$ cat src/rtl/nibble_addsub_pkg.sv
// rtl/nibble_addsub_pkg.sv - shared FSM state and op encodings for the nibble-serial add/subtract unit
package nibble_addsub_pkg;

    typedef enum logic [1:0] {
        IDLE = 2'b00,
        RUN  = 2'b01,
        DONE = 2'b10
    } state_t;

    localparam logic [1:0] OP_ADD = 2'b00;
    localparam logic [1:0] OP_SUB = 2'b01;
    localparam logic [1:0] OP_NEG = 2'b10;
    localparam logic [1:0] OP_RSV = 2'b11;

endpackage

$ cat src/rtl/four_bit_rca.sv
// rtl/four_bit_rca.sv - 4-bit ripple-carry adder used as the shared nibble datapath
module four_bit_rca (
    input  logic [3:0] A,
    input  logic [3:0] B,
    input  logic       Cin,
    output logic [3:0] S,
    output logic       Cout
);

    logic [4:0] c;

    // Ripple the carry through four full-adder bit slices
    always_comb begin
        c    = '0;
        S    = '0;
        c[0] = Cin;
        for (int k = 0; k < 4; k++) begin
            S[k]     = A[k] ^ B[k] ^ c[k];
            c[k + 1] = (A[k] & B[k]) | (c[k] & (A[k] ^ B[k]));
        end
        Cout = c[4];
    end

endmodule

$ cat src/rtl/nibble_serial_addsub.sv
// rtl/nibble_serial_addsub.sv - nibble-serial add/subtract/negate, overflow flag enabled by NIBBLE_ADDSUB_OVF_EN
module nibble_serial_addsub
    import nibble_addsub_pkg::*;
#(
    parameter int NIBBLES = 4,
    parameter int W       = 4 * NIBBLES
) (
    input  logic         clk,
    input  logic         rst_n,
    input  logic         start_valid,
    output logic         start_ready,
    input  logic [1:0]   op,
    input  logic [W-1:0] a,
    input  logic [W-1:0] b,
    output logic [W-1:0] result,
    output logic         cout,
    output logic         ovf,
    output logic         done_valid,
    input  logic         done_ready
);

    localparam int IW = $clog2(NIBBLES);
    localparam logic [IW-1:0] LAST_IDX = IW'(NIBBLES - 1);

    state_t        state;
    state_t        state_next;
    logic [IW-1:0] idx;
    logic [W-1:0]  opa;
    logic [W-1:0]  opb;
    logic [W-1:0]  res_q;
    logic          carry;
    logic          accept;
    logic          last_nibble;
    logic [3:0]    nib_a;
    logic [3:0]    nib_b;
    logic [3:0]    nib_s;
    logic          nib_cout;

    assign accept      = (state == IDLE) && start_valid;
    assign last_nibble = (idx == LAST_IDX);
    assign nib_a       = opa[4*idx +: 4];
    assign nib_b       = opb[4*idx +: 4];

    // The carry register is preloaded with the op's carry-in at acceptance,
    // so it feeds nibble 0 directly and then chains nibble to nibble.
    four_bit_rca u_rca (
        .A    (nib_a),
        .B    (nib_b),
        .Cin  (carry),
        .S    (nib_s),
        .Cout (nib_cout)
    );

    // State register
    always_ff @(posedge clk or negedge rst_n) begin
        if (!rst_n) begin
            state <= IDLE;
        end else begin
            state <= state_next;
        end
    end

    // Next-state logic: DONE always passes through IDLE before a new RUN
    always_comb begin
        state_next = state;
        case (state)
            IDLE:    if (start_valid) state_next = RUN;
            RUN:     if (last_nibble) state_next = DONE;
            DONE:    if (done_ready)  state_next = IDLE;
            default: state_next = IDLE;
        endcase
    end

    // Operand capture on acceptance and one nibble of work per RUN cycle
    always_ff @(posedge clk or negedge rst_n) begin
        if (!rst_n) begin
            idx   <= '0;
            opa   <= '0;
            opb   <= '0;
            res_q <= '0;
            carry <= 1'b0;
        end else if (accept) begin
            idx <= '0;
            case (op)
                OP_SUB: begin
                    opa   <= a;
                    opb   <= ~b;
                    carry <= 1'b1;
                end
                OP_NEG: begin
                    opa   <= '0;
                    opb   <= ~a;
                    carry <= 1'b1;
                end
                default: begin
                    opa   <= a;
                    opb   <= b;
                    carry <= 1'b0;
                end
            endcase
        end else if (state == RUN) begin
            res_q[4*idx +: 4] <= nib_s;
            carry             <= nib_cout;
            idx               <= last_nibble ? '0 : idx + 1'b1;
        end
    end

`ifdef NIBBLE_ADDSUB_OVF_EN
    logic ovf_q;

    // Overflow: operands agree in sign but the final sum's sign differs
    always_ff @(posedge clk or negedge rst_n) begin
        if (!rst_n) begin
            ovf_q <= 1'b0;
        end else if (accept) begin
            ovf_q <= 1'b0;
        end else if ((state == RUN) && last_nibble) begin
            ovf_q <= (opa[W-1] == opb[W-1]) && (nib_s[3] != opa[W-1]);
        end
    end

    assign ovf = ovf_q;
`else
    assign ovf = 1'b0;
`endif

    assign start_ready = (state == IDLE);
    assign done_valid  = (state == DONE);
    assign result      = res_q;
    assign cout        = carry;

endmodule

$ cat config.mk
export PLATFORM = sky130hd
export DESIGN_NAME = nibble_serial_addsub
export DESIGN_NICKNAME = d
export VERILOG_FILES = /design/src/rtl/nibble_addsub_pkg.sv /design/src/rtl/four_bit_rca.sv /design/src/rtl/nibble_serial_addsub.sv
export SDC_FILE = /design/constraint.sdc
export NUM_CORES = 1
export LEC_CHECK = 0
export CAP_MARGIN = 0
export CELL_PAD_IN_SITES_DETAIL_PLACEMENT = 1
export CELL_PAD_IN_SITES_GLOBAL_PLACEMENT = 2
export CORE_MARGIN = 8
export CORE_UTILIZATION = 30
export CTS_CLUSTER_SIZE = 30
export DETAILED_ROUTE_END_ITERATION = 7
export GPL_ROUTABILITY_DRIVEN = 0
export PLACE_DENSITY = 0.84
export SLEW_MARGIN = 10
export SYNTH_ARGS = -nofsm -noshare
export SYNTH_HDL_FRONTEND = slang
export SYNTH_SLANG_ARGS = --single-unit
$ cat constraint.sdc
create_clock -name clk -period 2.9 [get_ports clk]
set_input_delay 0.29 -clock clk [delete_from_list [all_inputs] [get_ports clk]]
set_output_delay 0.29 -clock clk [all_outputs]
set_load 0.005 [all_outputs]
# Word level (Yosys, flattened, before mapping)
# Index checks and enable logic that the tools add are counted.
# Widths: inputs -> output; s select.
# word_totals
inputBits,38
output_inout_bits,20
ff_bits,53
# op_classes
n_eq_ne,8
shifts,4
add_sub_neg,2
mux,13
n_bitwise,23
reduce_logical,6
# op_table
operator,n
$neg 4->34,1
$shift 4x34->16 const A,1
$shiftx 4x34->16,1
$not 16->16,2
$pmux 16 s2,1
$shiftx 16x5->4,2
$bwmux 16,1
$mux 16,1
$mux 2,6
$and 1x1->1,8
$xor 1x1->1,8
$eq 2x2->1 const B,3
$pmux 2 s3,1
$eq 2x1->1 const B,2
$ne 2x2->1 const B,2
$or 1x1->1,4
$mux 1,3
$reduce_and 3->1,1
$add 2x1->2 const B,1
$logic_not 2->1,1
$ne 2x1->1 const B,1
$reduce_and 2->1,1
$reduce_bool 2->1,1
$reduce_or 2->1,1
2 further kinds,2

# Logic depth before layout (Yosys ltp)
# logic_depth
word_depth,12
mapped_depth,12
depth_no_buf,11

# Cells and area by module
# From an unflattened synthesis, not the netlist that was laid out.
# unflattened
hier_cells,276
hier_area_um2,2980.4
# modules_own_cells
module,instances,seq_area_each_um2,area_per_inst_um2,cells_each
nibble_serial_addsub,1,1326.3,2862.7,262
four_bit_rca,1,0.0,117.6,14

# Worst setup path before layout
# Ideal clock, no wire load.
# synth_timing
path_type,register to register
from,reg idx[0]
to,"reg res_q[11], in the netlist result[11]"
setup_slack_ns,0.083
arrival_ns,2.696
path_buffers,2
synth_period_minus_slack_ns,2.817
required_ns,2.779
stages_incl_launch_ff,10
cell_sequence,dfrtp_1 > buf_2 > buf_2 > mux4_2 > fa_1 > inv_1 > fa_1 > inv_1 > fa_1 > a22o_1
# synth_via
elab_chain_cells,11
# synth_rtl
item,line,source
"start, declared",nibble_serial_addsub.sv:27,logic [IW-1:0] idx;
"start signal, assigned",nibble_serial_addsub.sv:104,idx <= last_nibble ? '0 : idx + 1'b1;
"$shiftx 16x5->4, on equally long branches","nibble_serial_addsub.sv:41, nibble_serial_addsub.sv:42",
$xor 1x1->1,"four_bit_rca.sv:18, four_bit_rca.sv:19",
$and 1x1->1,four_bit_rca.sv:19,c[k + 1] = (A[k] & B[k]) | (c[k] & (A[k] ^ B[k]));
$or 1x1->1,four_bit_rca.sv:19,
$and 1x1->1,four_bit_rca.sv:19,
$or 1x1->1,four_bit_rca.sv:19,
$and 1x1->1,four_bit_rca.sv:19,
$or 1x1->1,four_bit_rca.sv:19,
$xor 1x1->1,four_bit_rca.sv:18,S[k] = A[k] ^ B[k] ^ c[k];
$shiftx 4x34->16,nibble_serial_addsub.sv:102,res_q[4*idx +: 4] <= nib_s;
$bwmux 16 (*),nibble_serial_addsub.sv:102,
"end signal, assigned by index",nibble_serial_addsub.sv:102,
"end, declared",nibble_serial_addsub.sv:30,logic [W-1:0] res_q;
# Every way passes the cells marked *; elsewhere a longest branch is shown, timed or not.
# A chain may end at the register's enable or synchronous reset.

# Worst setup path in the final report
# layout_timing
from,reg idx[0]
to,"reg res_q[7], in the netlist result[7]"
# The elaborated chain is that of the path after synthesis.

==> impl_metrics.csv <==
group,metric,value,unit
status,status,"complete, no violations",
cells_and_area,antenna_cells,0,
logic_synthesis,ys_ff_latch,53,
timing,finalHoldViolCount,0,
critical_path,crit_path_cell_trace,"mux4_2, inv_1, fa_1, inv_1, fa_1, inv_1, fa_1, inv_1, fa_2, a22o_1",
clock_tree,cts_tree,"done",
power,pwr-share-comb,51.4,%
floorplan,die_area,13600,µm²
critical_path,timing.rr.start,"idx[0]",
placement,io_buffers,56,
detailed_routing,viasPerCell,4.92,
detailed_routing,drc,0,
clock_tree,cts_made_buffers,5,
detailed_routing,ant_nets,0,
grt,grt_max_degree,65,
grt,grt_pass1_vias,2460,
critical_path,reg2reg_depth,10,
clock_tree,cts_root_buf,"clkbuf_8",
power,p_int,2180,µW
timing,totalNegativeSetupSlack,0,ns
critical_path,slowest_delay,0.46,ns
grt,grtUsageTotal,11.7,%
cells_and_area,final_core_util,38.4,%
critical_path,rrSetupSlack,0.20,ns
floorplan,dieHeight,117,µm
critical_path,crit_buf_inv,4,
power,switching_share,39.1,%
placement,pre_cts_ws,0.166,ns
logic_synthesis,yosys_warnings,0,
logic_synthesis,synth_cells,271,
logic_synthesis,synth_edf_count,0,
detailed_routing,vias,2229,
critical_path,regToRegEndpoint,"result[7]",
cells_and_area,drive_gt1_share,17.5,%
clock_tree,insertion_delay,0.30,ns
clock_tree,clock_path_buffers,2,
critical_path,critPathKind,"reg2reg",
critical_path,cp.required,3.09,ns
timing,min_period_over_period,93.0,%
clock_tree,postCtsSetupBuffers,0,
cells_and_area,syn_to_final_growth,24.1,%
logic_synthesis,yosys-top-cells-area,"dfrtp_1, a22o_1, o31ai_2",
cells_and_area,nets,369,
timing,tightest_slew,1.11,ns
timing,drv_slew,0,
logic_synthesis,ys.flop_type,"dfrtp_1",
critical_path,cp-end-kind,"register",
power,ir_worst_vdd,0.324,mV
critical_path,cp_num_cells,10,
timing,relSlewSlack,26.3,%
logic_synthesis,yosysTopAreaCellShare,43.7,%
power,power.density,951,nW/µm²
critical_path,cp_max_fo,4,
floorplan,initial_utilization,30.9,%
clock_tree,cts_htree_levels,2,
placement,dp_cells,445,
logic_synthesis,yosysUniqueCellTypes,35,
logic_synthesis,yosys.area.top_type,"dfrtp_1",
detailed_routing,first_pass_iters,6,
logic_synthesis,synth_seq_area_share,43.7,%
grt,gr-total-overflow,0,
logic_synthesis,netlist_area,3030,µm²
timing,rsz0062_at_grt,"false",
timing,skew,0.00399,ns
clock_tree,cts.clk_slew.worst_paths,0.09,ns
detailed_routing,wl_per_cell,16.6,µm
floorplan,core-area,9820,µm²
grt,grt_pass1_wl,12.7,mm
cells_and_area,final_cells,453,
power,leakage,0.00170,µW
logic_synthesis,synthArstFlopShare,100,%
critical_path,arrival,2.89,ns
cells_and_area,final_common_cell,"clkdlybuf4s50_1",
logic_synthesis,syn_nets,321,
critical_path,path_common_cell,"inv_1",
critical_path,cp_top_family,"adder cells",
floorplan,rows,36,
detailed_routing,drtIter0Drc,83,
clock_tree,cts_sinks,53,
power,pwr-share-clk,12.2,%
run,cap_violations,0,
power,share_seq_of_total_power,36.3,%
logic_synthesis,avgSynthCellArea,11.2,µm²
floorplan,io_pins,58,
floorplan,fp.dieW,117,µm
timing,setup_violations,0,
critical_path,cp-startpoint,"idx[0]",
worst_hold_path,min_path_type,"in2async",
timing,min_period,2.70,ns
grt,antenna_found_initial,0,
critical_path,cpMaxStageDelayCell,"fa_2",
placement,hpwlAfterDp,5.93,mm
cells_and_area,mostFrequentLayoutCells,"clkdlybuf4s50_1, dfrtp_1, inv_1",
detailed_routing,wl,7.53,mm
power,netSwitchingPower,1400,µW
critical_path,start_kind,"register",
timing,setup_ws,0.202,ns
timing,max_freq,0.371,GHz
-- through the flow --
stage                     hold WS [ns]  area, µm²  power (µW)
after global routing            0.0826       3770        3890
after global placement           0.381       3670        3080
after detailed placement         0.387       3670        3190
after floorplan               -0.00559       3030        2540
final                           0.0312       3770        3580
after CTS                       0.0555       3760        3640
-- layer usage --
layer | wire length (µm) | vias up | global-route usage [%] | part of all wire (%)
li1 | - | 1063 | - | -
met1 | 3570 | 1113 | 15.0 | 47
met2 | 3560 | 51 | 19.5 | 47
met3 | 373 | 2 | 3.00 | 5.0
met4 | 26 | 0 | 2.13 | 0.35
met5 | 0 | - | 0 | 0
-- synthesized netlist by cell type, types with 5 or more instances --
master	count
dfrtp_1	53
inv_1	45
a22o_1	27
nand2_1	23
a221o_1	16
o31ai_2	16
a21oi_2	12
clkbuf_1	9
ha_1	8
mux4_2	8
buf_6	7
o21ai_0	6
a21oi_1	5
buf_2	5
-- state kept, by name, indices dropped and copies added (netlist names) --
register and flops:
opa 16, opb 16, result 16, idx 2, state 2, cout 1
-- what timing repair did --
action,4_1_cts,5_1_grt
endpoints found under the hold margin,0,0
hold buffers,0,0
endpoints found under the setup margin,0,2
resized for setup,0,1
-- worst max path at each step --
stage,endpoint
after floorplan,result[11]
after global placement,result[3]
after detailed placement,result[7]
after CTS,result[7]
after global routing,result[7]
final,result[7]
-- cell families after synthesis --
kind of cell / after synthesis / share of synthesized area, %
AOI/OAI and AO/OA: 87 / 26.2
DFF: 53 / 43.7
other: 1 / 0.124
muxes: 9 / 6.27
and+or+nand+nor: 41 / 7.30
adders and majority gates: 12 / 5.94
buffers and inverters: 68 / 10.5
-- final cells by class --
class	instances	area, µm²
fill	1139	6050
clock inverter	2	13.8
tap	133	166
timing repair buffer	64	616
inverter	45	169
sequential	53	1330
clock buffer	6	82.6
multi-input combinational	150	1390
-- power groups by stage --
stage	Clock (µW)	Combinational (µW)	Sequential (µW)
after global routing	480	2060	1350
after detailed placement	0	1870	1320
after floorplan	0	1330	1210
after CTS	456	1870	1310
final	437	1840	1300
after global placement	0	1780	1300
No activity file was read; power rests on OpenSTA's default activity.
